[config.mk]
export PLATFORM = sky130hd
export DESIGN_NAME = btb_ctrl
export DESIGN_NICKNAME = d
export VERILOG_FILES = /design/src/rtl/btb_ctrl_pkg.sv /design/src/rtl/btb_victim_select.sv /design/src/rtl/btb_ctrl.sv
export VERILOG_INCLUDE_DIRS = /design/src /design/src/rtl
export SDC_FILE = /design/constraint.sdc
export NUM_CORES = 1
export LEC_CHECK = 0
export BUFFER_PORTS_ARGS = -buffer_cell sky130_fd_sc_hd__clkbuf_2
export CAP_MARGIN = 30
export CELL_PAD_IN_SITES_DETAIL_PLACEMENT = 0
export CELL_PAD_IN_SITES_GLOBAL_PLACEMENT = 1
export CORE_MARGIN = 2
export CORE_UTILIZATION = 30
export DETAILED_ROUTE_END_ITERATION = 12
export GPL_TIMING_DRIVEN = 0
export PLACE_DENSITY_LB_ADDON = 0.25
export SYNTH_ARGS = -nofsm -noshare
export SYNTH_HDL_FRONTEND = slang
export SYNTH_HIERARCHICAL = 1
export SYNTH_SLANG_ARGS = --single-unit
export TNS_END_PERCENT = 30
[constraint.sdc]
create_clock -name clk -period 2.5 [get_ports clk]
set_clock_uncertainty 0.2 [all_clocks]
set_input_delay 0 -clock clk [delete_from_list [all_inputs] [get_ports clk]]
set_output_delay 0 -clock clk [all_outputs]
set_load 0.03 [all_outputs]
[src/rtl/defines.vh]
// Shared BTB sizing and controller state encodings.
`ifndef BTB_DEFINES_VH
`define BTB_DEFINES_VH

`define BTB_TAG_SIZE    8
`define BTB_LINE_SIZE   3
`define BTB_LINE_NUM    8
`define BTB_TARGET_SIZE 16

`define BTB_ST_IDLE  2'd0
`define BTB_ST_PROBE 2'd1
`define BTB_ST_WRITE 2'd2
`define BTB_ST_FLUSH 2'd3

`endif

[src/rtl/btb_ctrl_pkg.sv]
// btb_ctrl_pkg: state type and small helpers shared by the BTB controller.
// No ports; sizing and encodings come from defines.vh.
`include "defines.vh"

package btb_ctrl_pkg;

  typedef enum logic [1:0] {
    ST_IDLE  = `BTB_ST_IDLE,
    ST_PROBE = `BTB_ST_PROBE,
    ST_WRITE = `BTB_ST_WRITE,
    ST_FLUSH = `BTB_ST_FLUSH
  } btb_state_e;

  // Next line index; wraps from the last line back to line 0.
  function automatic logic [`BTB_LINE_SIZE-1:0] line_inc(input logic [`BTB_LINE_SIZE-1:0] l);
    return l + {{(`BTB_LINE_SIZE-1){1'b0}}, 1'b1};
  endfunction

endpackage

[src/rtl/btb_victim_select.sv]
// btb_victim_select: lowest-index invalid line finder.
// Ports: valid (per-line valid vector) -> any_invalid (some line free),
//        line (lowest free line index, 0 when none is free).
`include "defines.vh"

module btb_victim_select (
  input  logic [`BTB_LINE_NUM-1:0]  valid,
  output logic                      any_invalid,
  output logic [`BTB_LINE_SIZE-1:0] line
);

  // Scan from the top down so the lowest free index is the last one kept.
  always_comb begin
    any_invalid = 1'b0;
    line        = '0;
    for (int i = `BTB_LINE_NUM - 1; i >= 0; i--) begin
      any_invalid = any_invalid | ~valid[i];
      line        = valid[i] ? line : i[`BTB_LINE_SIZE-1:0];
    end
  end

endmodule

[src/rtl/btb_ctrl.sv]
// btb_ctrl: branch target buffer controller arbitrating one external
// associative comparator between fetch lookups, updates and a flush sweep.
// Ports:
//   clk, rst_n                       clock, async active-low reset
//   lookup_valid/lookup_tag          fetch lookup request
//   lookup_ready/pred_hit/pred_line  zero-latency lookup result (IDLE only)
//   update_req/tag/target, update_ack  level update request, 1-cycle ack
//   flush_req, flush_done            invalidate-all pulse and completion pulse
//   cmp_tag, cmp_hit, cmp_line       external comparator interface
//   valid                            per-line valid vector to the comparator
//   wr_en/wr_line/wr_tag/wr_target   tag/target storage write port
`include "defines.vh"

module btb_ctrl
  import btb_ctrl_pkg::*;
(
  input  logic                        clk,
  input  logic                        rst_n,
  input  logic                        lookup_valid,
  input  logic [`BTB_TAG_SIZE-1:0]    lookup_tag,
  output logic                        lookup_ready,
  output logic                        pred_hit,
  output logic [`BTB_LINE_SIZE-1:0]   pred_line,
  input  logic                        update_req,
  input  logic [`BTB_TAG_SIZE-1:0]    update_tag,
  input  logic [`BTB_TARGET_SIZE-1:0] update_target,
  output logic                        update_ack,
  input  logic                        flush_req,
  output logic                        flush_done,
  output logic [`BTB_TAG_SIZE-1:0]    cmp_tag,
  input  logic                        cmp_hit,
  input  logic [`BTB_LINE_SIZE-1:0]   cmp_line,
  output logic [`BTB_LINE_NUM-1:0]    valid,
  output logic                        wr_en,
  output logic [`BTB_LINE_SIZE-1:0]   wr_line,
  output logic [`BTB_TAG_SIZE-1:0]    wr_tag,
  output logic [`BTB_TARGET_SIZE-1:0] wr_target
);

  btb_state_e                 state_r, state_s;
  logic [`BTB_LINE_NUM-1:0]   valid_r;
  logic [`BTB_LINE_SIZE-1:0]  rr_ptr_r;
  logic [`BTB_LINE_SIZE-1:0]  sweep_r;
  logic                       flush_pend_r;
  logic                       probe_hit_r;
  logic [`BTB_LINE_SIZE-1:0]  probe_line_r;
  logic                       any_invalid_s;
  logic [`BTB_LINE_SIZE-1:0]  victim_line_s;
  logic [`BTB_LINE_SIZE-1:0]  wr_line_s;
  logic                       evict_s;
  logic                       flush_go_s;

  btb_victim_select u_victim (
    .valid       (valid_r),
    .any_invalid (any_invalid_s),
    .line        (victim_line_s)
  );

  // A latched flush behaves exactly like a fresh flush_req seen in IDLE.
  assign flush_go_s = flush_req | flush_pend_r;

  // Replacement choice: reuse the hit line, else fill a hole, else evict round-robin.
  always_comb begin
    wr_line_s = rr_ptr_r;
    evict_s   = 1'b0;
    if (probe_hit_r) begin
      wr_line_s = probe_line_r;
    end else if (any_invalid_s) begin
      wr_line_s = victim_line_s;
    end else begin
      wr_line_s = rr_ptr_r;
      evict_s   = 1'b1;
    end
  end

  // Next-state and per-state outputs; the comparator is owned by one requester per cycle.
  always_comb begin
    state_s      = state_r;
    cmp_tag      = lookup_tag;
    lookup_ready = 1'b0;
    pred_hit     = 1'b0;
    wr_en        = 1'b0;
    update_ack   = 1'b0;
    flush_done   = 1'b0;
    case (state_r)
      ST_IDLE: begin
        if (flush_go_s) begin
          state_s = ST_FLUSH;
        end else if (update_req) begin
          state_s = ST_PROBE;
          cmp_tag = update_tag;
        end else begin
          lookup_ready = 1'b1;
          pred_hit     = lookup_valid & cmp_hit;
        end
      end
      ST_PROBE: begin
        cmp_tag = update_tag;
        state_s = ST_WRITE;
      end
      ST_WRITE: begin
        cmp_tag    = update_tag;
        wr_en      = 1'b1;
        update_ack = 1'b1;
        state_s    = ST_IDLE;
      end
      ST_FLUSH: begin
        if (&sweep_r) begin
          flush_done = 1'b1;
          state_s    = ST_IDLE;
        end else begin
          state_s = ST_FLUSH;
        end
      end
      default: state_s = ST_IDLE;
    endcase
  end

  assign pred_line = cmp_line;
  assign valid     = valid_r;
  assign wr_line   = wr_line_s;
  assign wr_tag    = update_tag;
  assign wr_target = update_target;

  // State register.
  always_ff @(posedge clk or negedge rst_n) begin
    if (!rst_n) begin
      state_r <= ST_IDLE;
    end else begin
      state_r <= state_s;
    end
  end

  // Valid bits, replacement pointer, sweep counter, pending flush and probe results.
  always_ff @(posedge clk or negedge rst_n) begin
    if (!rst_n) begin
      valid_r      <= '0;
      rr_ptr_r     <= '0;
      sweep_r      <= '0;
      flush_pend_r <= 1'b0;
      probe_hit_r  <= 1'b0;
      probe_line_r <= '0;
    end else begin
      case (state_r)
        ST_IDLE: begin
          if (flush_go_s) begin
            sweep_r      <= '0;
            flush_pend_r <= 1'b0;
          end
        end
        ST_PROBE: begin
          probe_hit_r  <= cmp_hit;
          probe_line_r <= cmp_line;
          if (flush_req) flush_pend_r <= 1'b1;
        end
        ST_WRITE: begin
          valid_r[wr_line_s] <= 1'b1;
          if (evict_s) rr_ptr_r <= line_inc(rr_ptr_r);
          if (flush_req) flush_pend_r <= 1'b1;
        end
        ST_FLUSH: begin
          // flush_req is deliberately not sampled here: a flush during a flush is redundant.
          valid_r[sweep_r] <= 1'b0;
          sweep_r          <= line_inc(sweep_r);
          if (&sweep_r) rr_ptr_r <= '0;
        end
        default: begin
          sweep_r <= '0;
        end
      endcase
    end
  end

endmodule

==> summary.md <==
The CTS buffer count is 3. For the final HPWL from detailed placement, the log shows 3070 um. The initial utilization of the core area, before any placement, comes to 31.6%. The via-per-instance ratio is 4.68. Each instance of the synthesized netlist takes up on average 9.27 um^2.

After synthesis, the cell types taking the most area are sky130_fd_sc_hd__dfrtp_1 (35%), sky130_fd_sc_hd__buf_4 (14%), sky130_fd_sc_hd__a22o_1 (5.8%). Global routing finished with a remaining overflow of 0. The transition time of the tightest slew-check pin is 559 ps, and the area of the mapped netlist is 1510 um^2.

The worst path uses 90.8% of the clock period. The clock power share was 8.5%; the proportion of netlist area held by the largest area contributor was 34.8%. The most instantiated flip-flop cell in the synthesis netlist is sky130_fd_sc_hd__dfrtp_1.

Via count: 1,479. The final setup violation count was 0. Post-CTS clock slew at the launch and capture registers of the worst setup and hold paths: 80 ps.

The signal on the critical path passes through inv_1 > ha_1 > inv_1 > o21ai_1 > a22o_1 > clkbuf_2. For this run, asynchronously set or reset flops after synthesis account for 100%. The largest single stage delay on the critical path is 470 ps.

The I/O pin total was 92; the switching share of power was 53.5%. The run gives 1,419 as the via count of the first global-routing pass. Data arrives at the worst endpoint at 2070 ps.

At the later pin of the worst-skew pair, clock insertion delay measures 260 ps. The post-detailed-routing wire length came out at 3810 um. Sequential cells account for 24.5% of the total power.

The kind of end point of the critical path is an output port. Counting flops with a built-in enable in the synthesized netlist gives 0. Combinational logic is responsible for 67.0% of the overall power. The logs give 62.5% for the worst slew slack as a fraction of its limit and 0 for the count of inserted antenna diode cells. In this run the worst hold path is classified as in2async. The largest individual stage delay along the critical path comes from the cell sky130_fd_sc_hd__o21ai_1. The run gives 0 as the count of pins over their slew limit. The tools report the depth of the CTS H-tree as 1. For this block, wires on met1 add up to 1600 um. The routed length per placed instance came out at 12.1 um.

The count of nets left with antenna violations once routing finished came out at 0. Setup repair after global routing left no endpoint under its margin. Synthesis handed over a netlist of 163 instances. The launching point of the worst reg2reg path is valid[0]. No sink is reached through more buffers than the 2 on the longest clock path.

The sort of element at the start of the critical path is a flip-flop. The area taken by flip-flops and latches is 526 um^2, and the number of placement rows is 25. The setup check on the worst reg-to-reg path leaves a slack of 480 ps. Setup total negative slack on the finished layout was measured at 0 ps. The run finished with clean final reports. The internal power of the cells totals 1.21 mW.

For the finished layout, the period the worst path requires is 2270 ps. The number of setup buffers added after CTS is 0. For this design, the sink count on the clock tree is 21. The count of fill cells added during filler insertion is 503.

The areal power density over the cells was 1250 nW/um^2. The sequential fraction of the synthesis area was 34.8%; the growth of design area from synthesis to finish was 38.0%. The number of hold violations in the final report was 0. Synthesis produced a netlist with a net count of 211. TritonCTS built the clock tree. The detailed-route DRC error count came out at 0.

During synthesis, Yosys emitted a total of 6 warnings. Top layer used by detailed routing: met4. Wire segments on met2 add up to 1910 um in the final route. The core region is 4790 um^2. The routed design uses 257 um of met3 wire.

The run gives 2300 ps as the required time at the endpoint of the critical path. The worst setup path is of the reg2out kind. The synthesized netlist contains 36 unique library cells. The synthesis-stage register bit count came out at 21.

The biggest fanout along the worst timing path works out to 8. The tools report the reported net switching power as 1.39 mW. The number of nets in the layout is 298, and the horizontal die dimension is 75.0 um. The logs give 2.60 mW for the total power of the final layout and 72 for the initial detailed-routing violation count.

The first-pass iteration count of the detailed router is 4. The most numerous cell type found on the critical path is sky130_fd_sc_hd__inv_1. Input and output buffers added on the ports amount to 75. The largest area contributor in the netlist was sky130_fd_sc_hd__dfrtp_1.

For the maximum number of pins on one net before global-route repair, the log shows 22. The tool flagged a number of max-cap violations equal to 0. Static timing analysis puts the maximum clock frequency at 441 MHz. The first global-routing pass estimated 6240 um of wire. Clock tree root driver cell: sky130_fd_sc_hd__clkbuf_8. The reg-to-reg endpoint was valid[1]. Across the VDD grid, the largest voltage drop is 0.538 mV. In this run the static leakage power is 1.11 nW.

The multi-input combinational cell area is 718 um^2. Measured in cells, the most critical reg-to-reg path has a length of 7. For this run, the total global-route usage over all layers was measured as 14.2%. The run gives 5620 um^2 as the floorplan die area. The initial antenna violation count is 0.

Cells with a size suffix above 1 make up 45.8% of the layout. The routability congestion estimate was 0.754. Y dimension of the die: 75.0 um.
==> stage by stage <==
stage,hold slack (ps),util [%],cells,cell area (um^2),setup WS (ps)
after floorplan,-496,-,163,1510,315
after global placement,-186,41.2,305,1970,460
after detailed placement,-185,41.2,305,1970,478
after CTS,61.2,43.6,316,2090,206
after global routing,63.8,43.6,316,2090,12.5
final,59.7,43.6,316,2090,231
==> synthesized netlist by cell type, types with 5 or more instances <==
| library cell | count |
|---|---|
| sky130_fd_sc_hd__buf_4 | 29 |
| sky130_fd_sc_hd__dfrtp_1 | 21 |
| sky130_fd_sc_hd__nand2_1 | 11 |
| sky130_fd_sc_hd__a22o_1 | 10 |
| sky130_fd_sc_hd__o21ai_0 | 10 |
| sky130_fd_sc_hd__o31ai_1 | 10 |
| sky130_fd_sc_hd__nor2_1 | 9 |
| sky130_fd_sc_hd__inv_1 | 8 |
| sky130_fd_sc_hd__ha_1 | 7 |
| sky130_fd_sc_hd__a21oi_1 | 5 |
==> layout by cell type (no fill, tap or decap), types with 2 or more instances in the layout <==
cell	n
sky130_fd_sc_hd__nand2_1	11
sky130_fd_sc_hd__nand2b_1	4
sky130_fd_sc_hd__o21ai_0	10
sky130_fd_sc_hd__buf_4	29
sky130_fd_sc_hd__a31oi_1	2
sky130_fd_sc_hd__a22o_1	10
sky130_fd_sc_hd__mux2_2	4
sky130_fd_sc_hd__clkbuf_8	3
sky130_fd_sc_hd__dlygate4sd3_1	7
sky130_fd_sc_hd__inv_1	8
sky130_fd_sc_hd__nor3b_1	2
sky130_fd_sc_hd__nor2_1	9
sky130_fd_sc_hd__a21oi_1	5
sky130_fd_sc_hd__ha_1	7
sky130_fd_sc_hd__o31ai_1	10
sky130_fd_sc_hd__o21ai_1	3
sky130_fd_sc_hd__o21a_1	3
sky130_fd_sc_hd__nor2b_1	3
sky130_fd_sc_hd__clkbuf_2	75
sky130_fd_sc_hd__mux2i_1	4
sky130_fd_sc_hd__dfrtp_1	21
==> metal layers <==
metal,vias to the layer above,global-route usage (%)
met5,-,0
met4,0,4.17
met3,2,1.74
met2,74,25.7
met1,669,17.4
li1,734,-
==> power by group through the flow <==
stage / clock (mW) / sequential (mW) / combinational, mW
final: 0.220 / 0.637 / 1.74
after global routing: 0.241 / 0.663 / 1.92
after CTS: 0.230 / 0.640 / 1.76
after detailed placement: 0 / 0.647 / 1.75
after global placement: 0 / 0.644 / 1.75
after floorplan: 0 / 0.737 / 1.17
==> state kept, by name (all words and copies together), names as in the netlist <==
name / count
valid: 8
probe_line_r: 3
rr_ptr_r: 3
sweep_r: 3
state_r: 2
flush_pend_r: 1
probe_hit_r: 1
==> how the worst max path moves through the flow <==
stage / slack [ps] / from / cells past startpoint / to
after global placement: 460 / valid[0] / 7 / valid[1]
final: 230 / state_r[0] / 6 / cmp_tag[3]
after CTS: 210 / state_r[0] / 6 / cmp_tag[3]
after detailed placement: 480 / valid[0] / 7 / valid[1]
after global routing: 10 / state_r[0] / 6 / cmp_tag[3]
after floorplan: 310 / state_r[0] / 5 / pred_hit
==> kinds of logic (layout without fill, tap and decap cells) <==
kind of cell	after synthesis	count (layout)	synth area share (%)
AOI/OAI and AO/OA	51	51	23.7
adders and majority gates	7	7	5.79
buffers and inverters	40	126	17.7
DFF	21	21	34.8
muxes	8	8	5.63
and+or+nand+nor	36	36	12.4
==> timing repair <==
item                       CTS  global route
gates resized for setup      0             0
hold endpoints to repair    28             0
hold buffers                 7             0
setup endpoints to repair    0             0
==> area by class of cell <==
type                    count  area share, %
well taps                  67           4.02
inverters                   9           1.62
multi-input cells         102           34.4
repair buffers             82           21.4
clock buffers               4           2.16
plain buffers              31           11.2
flip-flops and latches     21           25.2
==> critical path: cells and delay by family (launching register included) <==
family | cells | cell delay (ps)
compound gates | 2 | 720
fa+ha+maj | 1 | 280
buf+inv | 3 | 400
flops | 1 | 410
No activity file was read; power rests on OpenSTA's default activity.
